<file path="config.mk">
export PLATFORM = sky130hd
export DESIGN_NAME = hazard_scoreboard
export DESIGN_NICKNAME = d
export VERILOG_FILES = /design/src/rtl/hazard_pkg.sv /design/src/rtl/md_busy_counter.sv /design/src/rtl/hazard_scoreboard.sv
export SDC_FILE = /design/constraint.sdc
export NUM_CORES = 1
export LEC_CHECK = 0
export CORE_ASPECT_RATIO = 0.8
export CORE_MARGIN = 3
export CORE_UTILIZATION = 55
export CTS_CLUSTER_DIAMETER = 30
export DETAILED_ROUTE_END_ITERATION = 10
export GPL_ROUTABILITY_DRIVEN = 0
export PLACE_DENSITY = 0.9
export SKIP_LAST_GASP = 1
export SLEW_MARGIN = 20
export SYNTH_ARGS = -nofsm -noshare
export SYNTH_HDL_FRONTEND = slang
export SYNTH_SLANG_ARGS = --single-unit
</file>
<file path="constraint.sdc">
create_clock -name clk -period 7.9 [get_ports clk]
set_clock_uncertainty 0.05 [all_clocks]
set_input_delay 2.37 -clock clk [delete_from_list [all_inputs] [get_ports clk]]
set_output_delay 2.37 -clock clk [all_outputs]
set_load 0.005 [all_outputs]
</file>
<file path="src/rtl/hazard_pkg.sv">
// rtl/hazard_pkg.sv - shared Tnew/Tuse constants, default latencies and scoreboard entry type
package hazard_pkg;

  localparam int T_PC  = 0;
  localparam int T_ALU = 1;
  localparam int T_DM  = 2;

  localparam int FWD_RF = 0;

  localparam int MULT_LAT_D = 5;
  localparam int DIV_LAT_D  = 10;

  localparam int RAW_D = 5;
  localparam int TW_D  = 2;

  typedef struct packed {
    logic [RAW_D-1:0] a3;
    logic [TW_D-1:0]  tnew;
  } entry_t;

endpackage

</file>
<file path="src/rtl/md_busy_counter.sv">
// rtl/md_busy_counter.sv - multiply/divide busy counter: load on start, count down to zero
module md_busy_counter
  import hazard_pkg::*;
#(
  parameter int MULT_LAT = MULT_LAT_D,
  parameter int DIV_LAT  = DIV_LAT_D
) (
  input  logic clk,
  input  logic reset,
  input  logic start,
  input  logic is_div,
  output logic busy
);

  localparam int MAX_LAT = (DIV_LAT > MULT_LAT) ? DIV_LAT : MULT_LAT;
  localparam int CW      = $clog2(MAX_LAT + 1);

  logic [CW-1:0] cnt_q, cnt_d;

  // A start while busy simply reloads; the md stall keeps that from happening legally.
  always_comb begin
    cnt_d = cnt_q;
    if (start) begin
      cnt_d = is_div ? CW'(DIV_LAT) : CW'(MULT_LAT);
    end else if (cnt_q != '0) begin
      cnt_d = cnt_q - CW'(1);
    end
  end

  always_ff @(posedge clk) begin
    if (reset) begin
      cnt_q <= '0;
    end else begin
      cnt_q <= cnt_d;
    end
  end

  assign busy = (cnt_q != '0);

endmodule

</file>
<file path="src/rtl/hazard_scoreboard.sv">
// rtl/hazard_scoreboard.sv - Tuse/Tnew scoreboard producing stall, forward selects and md busy
// Optional stall statistics counters enabled by HAZARD_STATS_EN.
module hazard_scoreboard
  import hazard_pkg::*;
#(
  parameter int DEPTH    = 3,
  parameter int RAW      = 5,
  parameter int TW       = 2,
  parameter int MULT_LAT = MULT_LAT_D,
  parameter int DIV_LAT  = DIV_LAT_D,
  localparam int FW      = $clog2(DEPTH + 1)
) (
  input  logic           clk,
  input  logic           reset,
  input  logic [RAW-1:0] id_rs,
  input  logic [RAW-1:0] id_rt,
  input  logic           id_use_rs,
  input  logic           id_use_rt,
  input  logic [TW-1:0]  id_tuse_rs,
  input  logic [TW-1:0]  id_tuse_rt,
  input  logic [RAW-1:0] id_a3,
  input  logic [TW-1:0]  id_tnew,
  input  logic           id_md_use,
  input  logic           ex_md_start,
  input  logic           ex_md_is_div,
  output logic           stall,
  output logic [FW-1:0]  fwd_rs,
  output logic [FW-1:0]  fwd_rt,
  output logic           md_busy
`ifdef HAZARD_STATS_EN
  ,
  output logic [31:0]    stall_cnt,
  output logic [31:0]    md_stall_cnt
`endif
);

  typedef struct packed {
    logic [RAW-1:0] a3;
    logic [TW-1:0]  tnew;
  } sb_entry_t;

  sb_entry_t sb_q [DEPTH];
  sb_entry_t sb_d [DEPTH];

  logic rs_stall, rt_stall, md_stall;
  logic rs_done, rt_done;

  md_busy_counter #(
    .MULT_LAT (MULT_LAT),
    .DIV_LAT  (DIV_LAT)
  ) u_md_busy_counter (
    .clk    (clk),
    .reset  (reset),
    .start  (ex_md_start),
    .is_div (ex_md_is_div),
    .busy   (md_busy)
  );

  // Scan youngest to oldest: the first match decides forwarding, any match may stall.
  always_comb begin
    rs_stall = 1'b0;
    rt_stall = 1'b0;
    rs_done  = 1'b0;
    rt_done  = 1'b0;
    fwd_rs   = FW'(FWD_RF);
    fwd_rt   = FW'(FWD_RF);
    for (int k = 0; k < DEPTH; k++) begin
      if ((sb_q[k].a3 == id_rs) && (id_rs != '0)) begin
        if (sb_q[k].tnew > id_tuse_rs) rs_stall = 1'b1;
        if (!rs_done) begin
          if (sb_q[k].tnew == '0) fwd_rs = FW'(k + 1);
          rs_done = 1'b1;
        end
      end
      if ((sb_q[k].a3 == id_rt) && (id_rt != '0)) begin
        if (sb_q[k].tnew > id_tuse_rt) rt_stall = 1'b1;
        if (!rt_done) begin
          if (sb_q[k].tnew == '0) fwd_rt = FW'(k + 1);
          rt_done = 1'b1;
        end
      end
    end
    rs_stall = rs_stall & id_use_rs;
    rt_stall = rt_stall & id_use_rt;
  end

  assign md_stall = id_md_use & (md_busy | ex_md_start);
  assign stall    = rs_stall | rt_stall | md_stall;

  always_comb begin
    sb_d[0] = stall ? '0 : {id_a3, id_tnew};
    for (int k = 1; k < DEPTH; k++) begin
      sb_d[k].a3   = sb_q[k-1].a3;
      sb_d[k].tnew = (sb_q[k-1].tnew != '0) ? sb_q[k-1].tnew - TW'(1) : '0;
    end
  end

  always_ff @(posedge clk) begin
    for (int k = 0; k < DEPTH; k++) begin
      if (reset) begin
        sb_q[k] <= '0;
      end else begin
        sb_q[k] <= sb_d[k];
      end
    end
  end

`ifdef HAZARD_STATS_EN
  logic [31:0] stall_cnt_q, stall_cnt_d;
  logic [31:0] md_stall_cnt_q, md_stall_cnt_d;

  always_comb begin
    stall_cnt_d    = stall_cnt_q + {31'd0, stall};
    md_stall_cnt_d = md_stall_cnt_q + {31'd0, md_stall & ~rs_stall & ~rt_stall};
  end

  always_ff @(posedge clk) begin
    if (reset) begin
      stall_cnt_q    <= '0;
      md_stall_cnt_q <= '0;
    end else begin
      stall_cnt_q    <= stall_cnt_d;
      md_stall_cnt_q <= md_stall_cnt_d;
    end
  end

  assign stall_cnt    = stall_cnt_q;
  assign md_stall_cnt = md_stall_cnt_q;
`endif

endmodule

</file>
==> results of run 1 <==
==> stage by stage <==
stage | total power, mW | hold WS, ps
after floorplan | 0.196 | 341
after global placement | 0.227 | 348
after detailed placement | 0.230 | 356
after CTS | 0.304 | 368
after global routing | 0.322 | 388
final | 0.302 | 369
==> cell usage after synthesis, types with 2 or more instances <==
cell,count
a211oi_1,3
a21oi_1,8
clkbuf_1,4
dfxtp_1,25
ha_1,16
inv_1,16
nand2_1,8
nand2b_1,3
nand3_1,3
nand3b_1,7
nor2_1,7
nor2b_1,12
nor3_1,16
o211ai_1,2
o21ai_0,4
or3b_1,2
xnor2_1,17
xor2_1,16
==> metal layers <==
metal / vias to the layer above / share of wire [%]
met5: - / 0
met4: 0 / 0.57
met3: 2 / 4.5
met2: 28 / 47
met1: 611 / 48
li1: 712 / -
==> power groups by stage <==
stage | Combinational [mW] | Clock (mW) | Sequential (mW)
global placement | 0.0825 | 0 | 0.145
CTS | 0.0855 | 0.0768 | 0.142
floorplan | 0.0529 | 0 | 0.143
detailed placement | 0.0848 | 0 | 0.145
finish | 0.0850 | 0.0747 | 0.142
global route | 0.0966 | 0.0821 | 0.143
==> cells by family after synthesis <==
kind of cell               count (synthesis)  synth area share, %
and+or+nand+nor                           66                 23.5
DFF                                       25                 30.7
adders and majority gates                 16                 12.3
buffers and inverters                     21                 4.84
xor gates and xnor gates                  33                 17.7
AOI/OAI and AO/OA                         26                 10.9
==> sequential cells by signal (all words and copies together), names as in the netlist <==
signal / flops
u_md_busy_counter.cnt_q: 4
sb_q: 21
==> how the worst max path moves through the flow <==
| stage | start | end | slack (ps) | cells past startpoint |
|---|---|---|---|---|
| after floorplan | id_rs[4] | stall | 1570 | 5 |
| after global placement | id_rs[4] | stall | 500 | 7 |
| after detailed placement | id_rs[4] | stall | 450 | 7 |
| after CTS | id_rs[4] | stall | 460 | 7 |
| after global routing | id_rs[4] | stall | 290 | 7 |
| final | id_rs[4] | stall | 470 | 7 |
==> final cells by class <==
type / instances / area share, %
multi-input cells: 141 / 51.6
repair buffers: 33 / 16.2
well taps: 38 / 2.34
clock buffers: 3 / 2.03
clock inverters: 1 / 0.246
flip-flops and latches: 25 / 24.6
inverters: 16 / 2.95
==> worst reg2reg max path: cells and delay by family, from the launching register on <==
kind	cells	cell delay [ps]
AOI/OAI and AO/OA	3	730
and+or+nand+nor	2	650
DFF	1	350
adders and majority gates	1	140
buffers and inverters	1	90
==> flow_summary.yaml, run 1 <==
status:
  outcome: "finished clean"
route:
  via_count: 1353
  drcViolationCount: 0
  wl_per_cell_um: 13.0
  via_per_inst: 5.26
  first_iter_violations: 116
  ant_nets: 0
  wl_um: 3340
  drtPass1Iterations: 4
place:
  dpl_cell_area_sq_um: 1990
  place_hpwl_um: 2720
  place.port_buffers: 33
  place_worst_setup_slack_ps: 448
  dp.cells: 253
synth:
  synthArstFlopShare_pct: 0
  ys_ff_latch: 25
  syn_inst: 187
  ys_warn_count: 0
  synth.largest_area_cell: "dfxtp_1"
  avgSynthCellArea_sq_um: 8.71
  synth_area_leaders: "dfxtp_1 (31%), ha_1 (12%), xnor2_1 (9.1%)"
  synth_edf_count: 0
  synth_top_cell_area_share_pct: 30.7
  synth_nets: 231
  yosysSeqAreaShare_pct: 30.7
  synth_area_sq_um: 1630
  ys_dominant_reg_cell: "dfxtp_1"
  yosysUniqueCellTypes: 36
pwr:
  max-vdd-ir-drop_mv: 0.159
  p_int_uw: 216
  power.leakage_nw: 0.819
  sequentialPowerShare_pct: 47.1
  switching_share_pct: 28.5
  p_clk_share_pct: 24.7
  switching_power_uw: 86.2
  p_per_area_nw_per_um2: 148
  pwr-share-comb_pct: 28.2
global_routing:
  global_route.usage.met2_pct: 35.0
  grt_use_met3_pct: 5.54
  met1_usage_pct: 26.7
  grt_pass1_wl_um: 5600
  busiest_layer: "met2"
  grt_overflow: 0
  antenna_found_initial: 0
  grt_use_total_pct: 20.3
  grt_pass1_vias: 1224
  grt_max_degree: 26
worst_setup_path:
  r2r_start: "u_md_busy_counter.cnt_q[0]$_SDFFE_PP0N_"
  end_kind: "output port"
  ff2ff_setup_slack_ps: 5820
  worstPathMaxFanout: 8
  crit_arrival_ps: 5010
  reg2reg_depth: 7
  crit_path_max_incr_delay_ps: 590
  cp_top_family: "simple AND/OR/NAND/NOR gates"
  crit_slowest_cell: "or4_4"
  start_kind: "input pin"
  crit_path_frequent_cell: "clkdlybuf4s50_1"
  rr_endpoint: "sb_q[0][0]$_SDFF_PP0_"
  path_class: "input pin to output port"
  cp.required_ps: 5480
  crit_buf_inv: 2
  crit_path_cell_trace: "clkdlybuf4s50_1 > or4_4 > o211ai_1 > nor4bb_1 > o31a_1 > or3b_1 > clkdlybuf4s50_1"
finish:
  fillers: 235
  fin_nets: 264
  area_delta_synth_final_pct: 24.9
  final_area_sq_um: 2030
  multiInputGateArea_sq_um: 1050
  drive_gt1_share_pct: 2.74
  antenna_cells: 0
  final_cell_mix: "clkdlybuf4s50_1 (33), dfxtp_1 (25), xnor2_1 (17)"
  layout_commonest_cell: "clkdlybuf4s50_1"
  seq_area_sq_um: 500
  utilization_pct: 73.0
  fin_cells: 257
cts:
  clk_latency_ps: 270
  ctsHoldBuffers: 0
  cts_sinks: 25
  cts_setup_buffers: 0
  tritoncts: "yes"
  clock-root-buffer: "clkbuf_8"
  clk_pin_slew_ps: 80
  cts.repair.resized: 0
  cts_buffer_depth: 2
  cts_made_buffers: 3
  htreeDepth: 1
timing:
  finalSetupTns_ps: 0
  fin_ws_ps: 467
  finalHoldViolations: 0
  setup_viol: 0
  worst_pin_slew_ps: 792
  slew_headroom_pct: 47.0
  rsz0062_at_grt: "no"
  drv_slew: 0
  max_freq_mhz: 135
  min_period_over_period_pct: 94.1
  fin_crit_ps: 7430
floorplan:
  top_level_ports: 34
  fp-row-count: 17
  dieArea_sq_um: 3660
  fp.dieH_um: 54.7
  start_util_pct: 58.5
  die_w_um: 66.8
  coreArea_sq_um: 2790
run:
  max_cap_violations: 0
hold_path:
  min_path_cells: 1
  hold_path_class: "register to register"
  holdCritStartpoint: "sb_q[0][0]$_SDFF_PP0_"
  min_to: "sb_q[1][0]$_SDFF_PP0_"
No activity file was read; power rests on OpenSTA's default activity.
==> inputs of run 2 (changes only) <==
CELL_PAD_IN_SITES_DETAIL_PLACEMENT = 1   (was default)
CELL_PAD_IN_SITES_GLOBAL_PLACEMENT = 2   (was default)
CORE_UTILIZATION = 32   (was 55)
PLACE_DENSITY = 0.88   (was 0.9)
==> run 2 against run 1 <==
  * Critical path depth unchanged
  * Hold slack worse by 16 ps
  * Combinational power rose by 2%
  * Fmax down 0.97%
  * Core utilization is 29 points lower
  * Routed wire length up 21%
  * First-iteration DRC count is 60% lower
  * Via count shrank 0.37%
  * Register-to-register slack got worse by 330 ps
  * Critical endpoint unchanged
  * Highest routed layer unchanged
==> flow_summary.yaml, run 2 (synthesis gave the netlist of run 1 again) <==
finish:
  top_register: "sb_q"
  final_cell_mix: "clkdlybuf4s50_1 (33), dfxtp_1 (25), xnor2_1 (17)"
  layout_commonest_cell: "clkdlybuf4s50_1"
  area_delta_synth_final_pct: 26.5
  largest_reg_flops: 21
  antenna_cells: 0
  fillers: 583
  fin_cells: 279
  reg_top3: "sb_q x21, u_md_busy_counter.cnt_q x4"
  fin_nets: 264
  drive_gt1_share_pct: 2.28
global_routing:
  antenna_found_initial: 0
  grt_use_total_pct: 13.7
  grt_overflow: 0
  grt_pass1_wl_um: 6450
  grt_pass1_vias: 1302
  grt_max_degree: 26
pwr:
  power.leakage_nw: 0.816
  total_power_uw: 306
  p_per_area_nw_per_um2: 148
  max-vdd-ir-drop_mv: 0.105
worst_setup_path:
  cp.required_ps: 5480
  end_kind: "output port"
  start_kind: "input pin"
  worstPathMaxFanout: 8
  crit_arrival_ps: 5090
  path_class: "input pin to output port"
floorplan:
  die_w_um: 85.8
  coreArea_sq_um: 4730
  fp.dieH_um: 69.8
  top_level_ports: 34
  fp-row-count: 22
  dieArea_sq_um: 5990
  start_util_pct: 34.4
route:
  first_iter_violations: 46
  ant_nets: 0
  wl_per_cell_um: 14.5
  wl_um: 4050
  drcViolationCount: 0
  drtPass1Iterations: 4
  via_per_inst: 4.83
  via_count: 1348
status:
  outcome: "finished clean"
place:
  place_worst_setup_slack_ps: 416
  place_hpwl_um: 3330
  dp.cells: 275
  place.port_buffers: 33
timing:
  max_freq_mhz: 133
  slew_headroom_pct: 39.7
  rsz0062_at_grt: "no"
  drv_slew: 0
  min_period_over_period_pct: 95.0
  finalSetupTns_ps: 0
  fin_ws_ps: 395
  worst_pin_slew_ps: 902
  finalHoldViolations: 0
  fin_crit_ps: 7510
  setup_viol: 0
cts:
  cts_buffer_depth: 2
  clk_pin_slew_ps: 90
  clock-root-buffer: "clkbuf_8"
  cts_made_buffers: 3
  ctsHoldBuffers: 0
  cts_sinks: 25
  tritoncts: "yes"
  clk_latency_ps: 270
  cts.repair.resized: 0
  htreeDepth: 1
  cts_setup_buffers: 0
run:
  max_cap_violations: 0
hold_path:
  hold_path_class: "register to register"
-- run 2: cell count changes in the layout (fill, tap and decap cells not counted), sizes merged --
cell	change
clkbuf	+1
clkinv	-1
-- run 2: worst paths after layout --
path | from | endpoint | slack (ps) | depth (start not counted)
worst max-delay path | id_rs[4] | stall | 390 | 7
worst min-delay path | sb_q[0][0]$_SDFF_PP0_ | sb_q[1][0]$_SDFF_PP0_ | 350 | 1
worst max register to register | u_md_busy_counter.cnt_q[0]$_SDFFE_PP0N_ | sb_q[0][5]$_SDFF_PP0_ | 5490 | 7
worst min register to register | sb_q[0][0]$_SDFF_PP0_ | sb_q[1][0]$_SDFF_PP0_ | 350 | 1
-- run 2: power breakdown --
part	switching (mW)	internal [mW]	total, mW	leakage, nW
clock	0.0405	0.0361	0.0765	0.0228
combinational	0.0403	0.0464	0.0868	0.588
sequential	0.00835	0.134	0.143	0.205
total	0.0891	0.217	0.306	0.816
-- run 2: area by class of cell --
type	count	area, sq um	area share (%)
Tap cell	60	75.1	3.64
Multi-Input combinational cell	141	1050	50.9
Timing Repair Buffer	33	330	16.0
Clock buffer	4	45.0	2.19
Inverter	16	60.1	2.91
Sequential cell	25	500	24.3
-- run 2: critical path, cell delays in order --
cell and delay (ps):
clkdlybuf4s50_1 500, or4_4 600, o211ai_1 240, o31ai_1 110, o31a_1 380, or3b_1 420, clkdlybuf4s50_1 460
-- run 2: routing by layer --
layer | up-vias | global-route usage [%] | wire length (um)
li1 | 707 | - | -
met1 | 613 | 21.8 | 2240
met2 | 26 | 19.1 | 1630
met3 | 2 | 2.49 | 156
met4 | 0 | 2.11 | 19
met5 | - | 0 | 0
-- run 2: stage by stage --
stage | utilization (%) | hold WS (ps) | instance area [sq um]
after floorplan | - | 341 | 1630
after global placement | 42.6 | 350 | 2020
after detailed placement | 42.6 | 350 | 2020
after CTS | 43.5 | 360 | 2060
after global routing | 43.5 | 390 | 2060
final | 43.5 | 353 | 2060
==> inputs of run 3 (changes only) <==
CAP_MARGIN = 40   (was default)
GPL_ROUTABILITY_DRIVEN = default   (was 0)
==> run 3 against run 2 <==
  * Die area stayed put
  * Via count is 0.22% higher
  * Register-to-register slack hardly changed
  * Critical path depth stayed put
  * Largest cell class unchanged
==> flow_summary.yaml, run 3 (synthesis gave the netlist of run 1 again) <==
status:
  outcome: "finished clean"
cts:
  cts.repair.resized: 0
  clk_pin_slew_ps: 90
  clock-root-buffer: "clkbuf_8"
  tritoncts: "yes"
  htreeDepth: 1
  ctsHoldBuffers: 0
  cts_buffer_depth: 2
  cts_sinks: 25
  cts_setup_buffers: 0
  clk_latency_ps: 270
  cts_made_buffers: 3
place:
  place_hpwl_um: 3330
  globalplace.congestion: 0.791
  dpl_cell_area_sq_um: 2020
  place.port_buffers: 33
  dp.cells: 275
timing:
  rsz0062_at_grt: "no"
  finalHoldViolations: 0
  finalSetupTns_ps: 0
  fin_crit_ps: 7510
  drv_slew: 0
  worst_pin_slew_ps: 505
  min_period_over_period_pct: 95.0
  slew_headroom_pct: 66.0
  setup_viol: 0
  max_freq_mhz: 133
pwr:
  total_power_uw: 306
  power.leakage_nw: 0.823
  max-vdd-ir-drop_mv: 0.0983
  p_per_area_nw_per_um2: 148
route:
  first_iter_violations: 56
  wl_um: 4020
  drtPass1Iterations: 4
  drcViolationCount: 0
  ant_nets: 0
  via_count: 1351
  via_per_inst: 4.83
  wl_per_cell_um: 14.4
floorplan:
  fp.dieH_um: 69.8
  dieArea_sq_um: 5990
  die_w_um: 85.8
  coreArea_sq_um: 4730
  top_level_ports: 34
  fp-row-count: 22
  start_util_pct: 34.4
worst_setup_path:
  crit_path_cell_trace: "clkdlybuf4s50_1 > or4_4 > o211ai_1 > o31ai_1 > o31a_1 > or3b_1 > clkdlybuf4s50_1"
  cp.required_ps: 5480
  end_kind: "output port"
  path_class: "input pin to output port"
  cp_top_family: "simple AND/OR/NAND/NOR gates"
  cp.depth: 7
  r2r_start: "u_md_busy_counter.cnt_q[0]$_SDFFE_PP0N_"
  start_kind: "input pin"
  ff2ff_setup_slack_ps: 5500
  crit_path_max_incr_delay_ps: 600
  crit_end: "stall"
  crit_slowest_cell: "or4_4"
  crit_buf_inv: 2
  rr_endpoint: "sb_q[0][5]$_SDFF_PP0_"
  reg2reg_depth: 7
  crit_path_frequent_cell: "clkdlybuf4s50_1"
  worstPathMaxFanout: 8
  crit_arrival_ps: 5090
  startpoint: "id_rs[4]"
global_routing:
  grt_use_total_pct: 13.7
  antenna_found_initial: 0
  grt_max_degree: 26
  grt_overflow: 0
  grt_pass1_wl_um: 6450
  grt_pass1_vias: 1302
finish:
  layout_commonest_cell: "clkdlybuf4s50_1"
  fin_nets: 265
  area_delta_synth_final_pct: 27.4
  fillers: 583
  final_cell_mix: "clkdlybuf4s50_1 (33), dfxtp_1 (25), xnor2_1 (17)"
  drive_gt1_share_pct: 2.73
  fin_cells: 280
  largest_reg_flops: 21
  antenna_cells: 0
  reg_top3: "sb_q x21, u_md_busy_counter.cnt_q x4"
  utilization_pct: 43.8
  final_area_sq_um: 2080
  top_register: "sb_q"
run:
  max_cap_violations: 0
hold_path:
  hold_path_class: "register to register"
==> run 3: cell count changes in the layout (fill, tap and decap cells not counted), sizes merged <==
| cell | delta |
|---|---|
| buf | +1 |
==> run 3: layout make-up <==
cell class	count	area (sq um)	area share [%]
multi-input cells	141	1050	50.6
well taps	60	75.1	3.62
inverters	16	60.1	2.89
flip-flops and latches	25	500	24.1
repair buffers	34	345	16.6
clock buffers	4	45.0	2.17
==> run 3: where the power goes <==
group	internal, mW	switching (mW)
Combinational	0.0471	0.0404
Sequential	0.134	0.00827
Clock	0.0360	0.0404
Total	0.217	0.0891
==> run 3: worst min-delay path by stage <==
stage	from	depth (start not counted)	endpoint
5_1_grt	sb_q[0][0]$_SDFF_PP0_	1	sb_q[1][0]$_SDFF_PP0_
3_5_place_dp	sb_q[0][0]$_SDFF_PP0_	1	sb_q[1][0]$_SDFF_PP0_
3_3_place_gp	sb_q[0][0]$_SDFF_PP0_	1	sb_q[1][0]$_SDFF_PP0_
2_1_floorplan	sb_q[0][0]$_SDFF_PP0_	1	sb_q[1][0]$_SDFF_PP0_
4_1_cts	sb_q[0][0]$_SDFF_PP0_	1	sb_q[1][0]$_SDFF_PP0_
6_report	sb_q[0][0]$_SDFF_PP0_	1	sb_q[1][0]$_SDFF_PP0_
==> run 3: per-stage QoR <==
stage	setup slack, ps	hold WS (ps)
floorplan	1570	341
global placement	465	350
detailed placement	416	350
CTS	400	360
global route	282	390
finish	392	352
==> run 3: metal layers <==
layer | GRT usage, % | vias to the layer above | wire (um)
li1 | - | 707 | -
met1 | 21.8 | 614 | 2220
met2 | 19.1 | 28 | 1620
met3 | 2.49 | 2 | 165
met4 | 2.11 | 0 | 19
met5 | 0 | - | 0
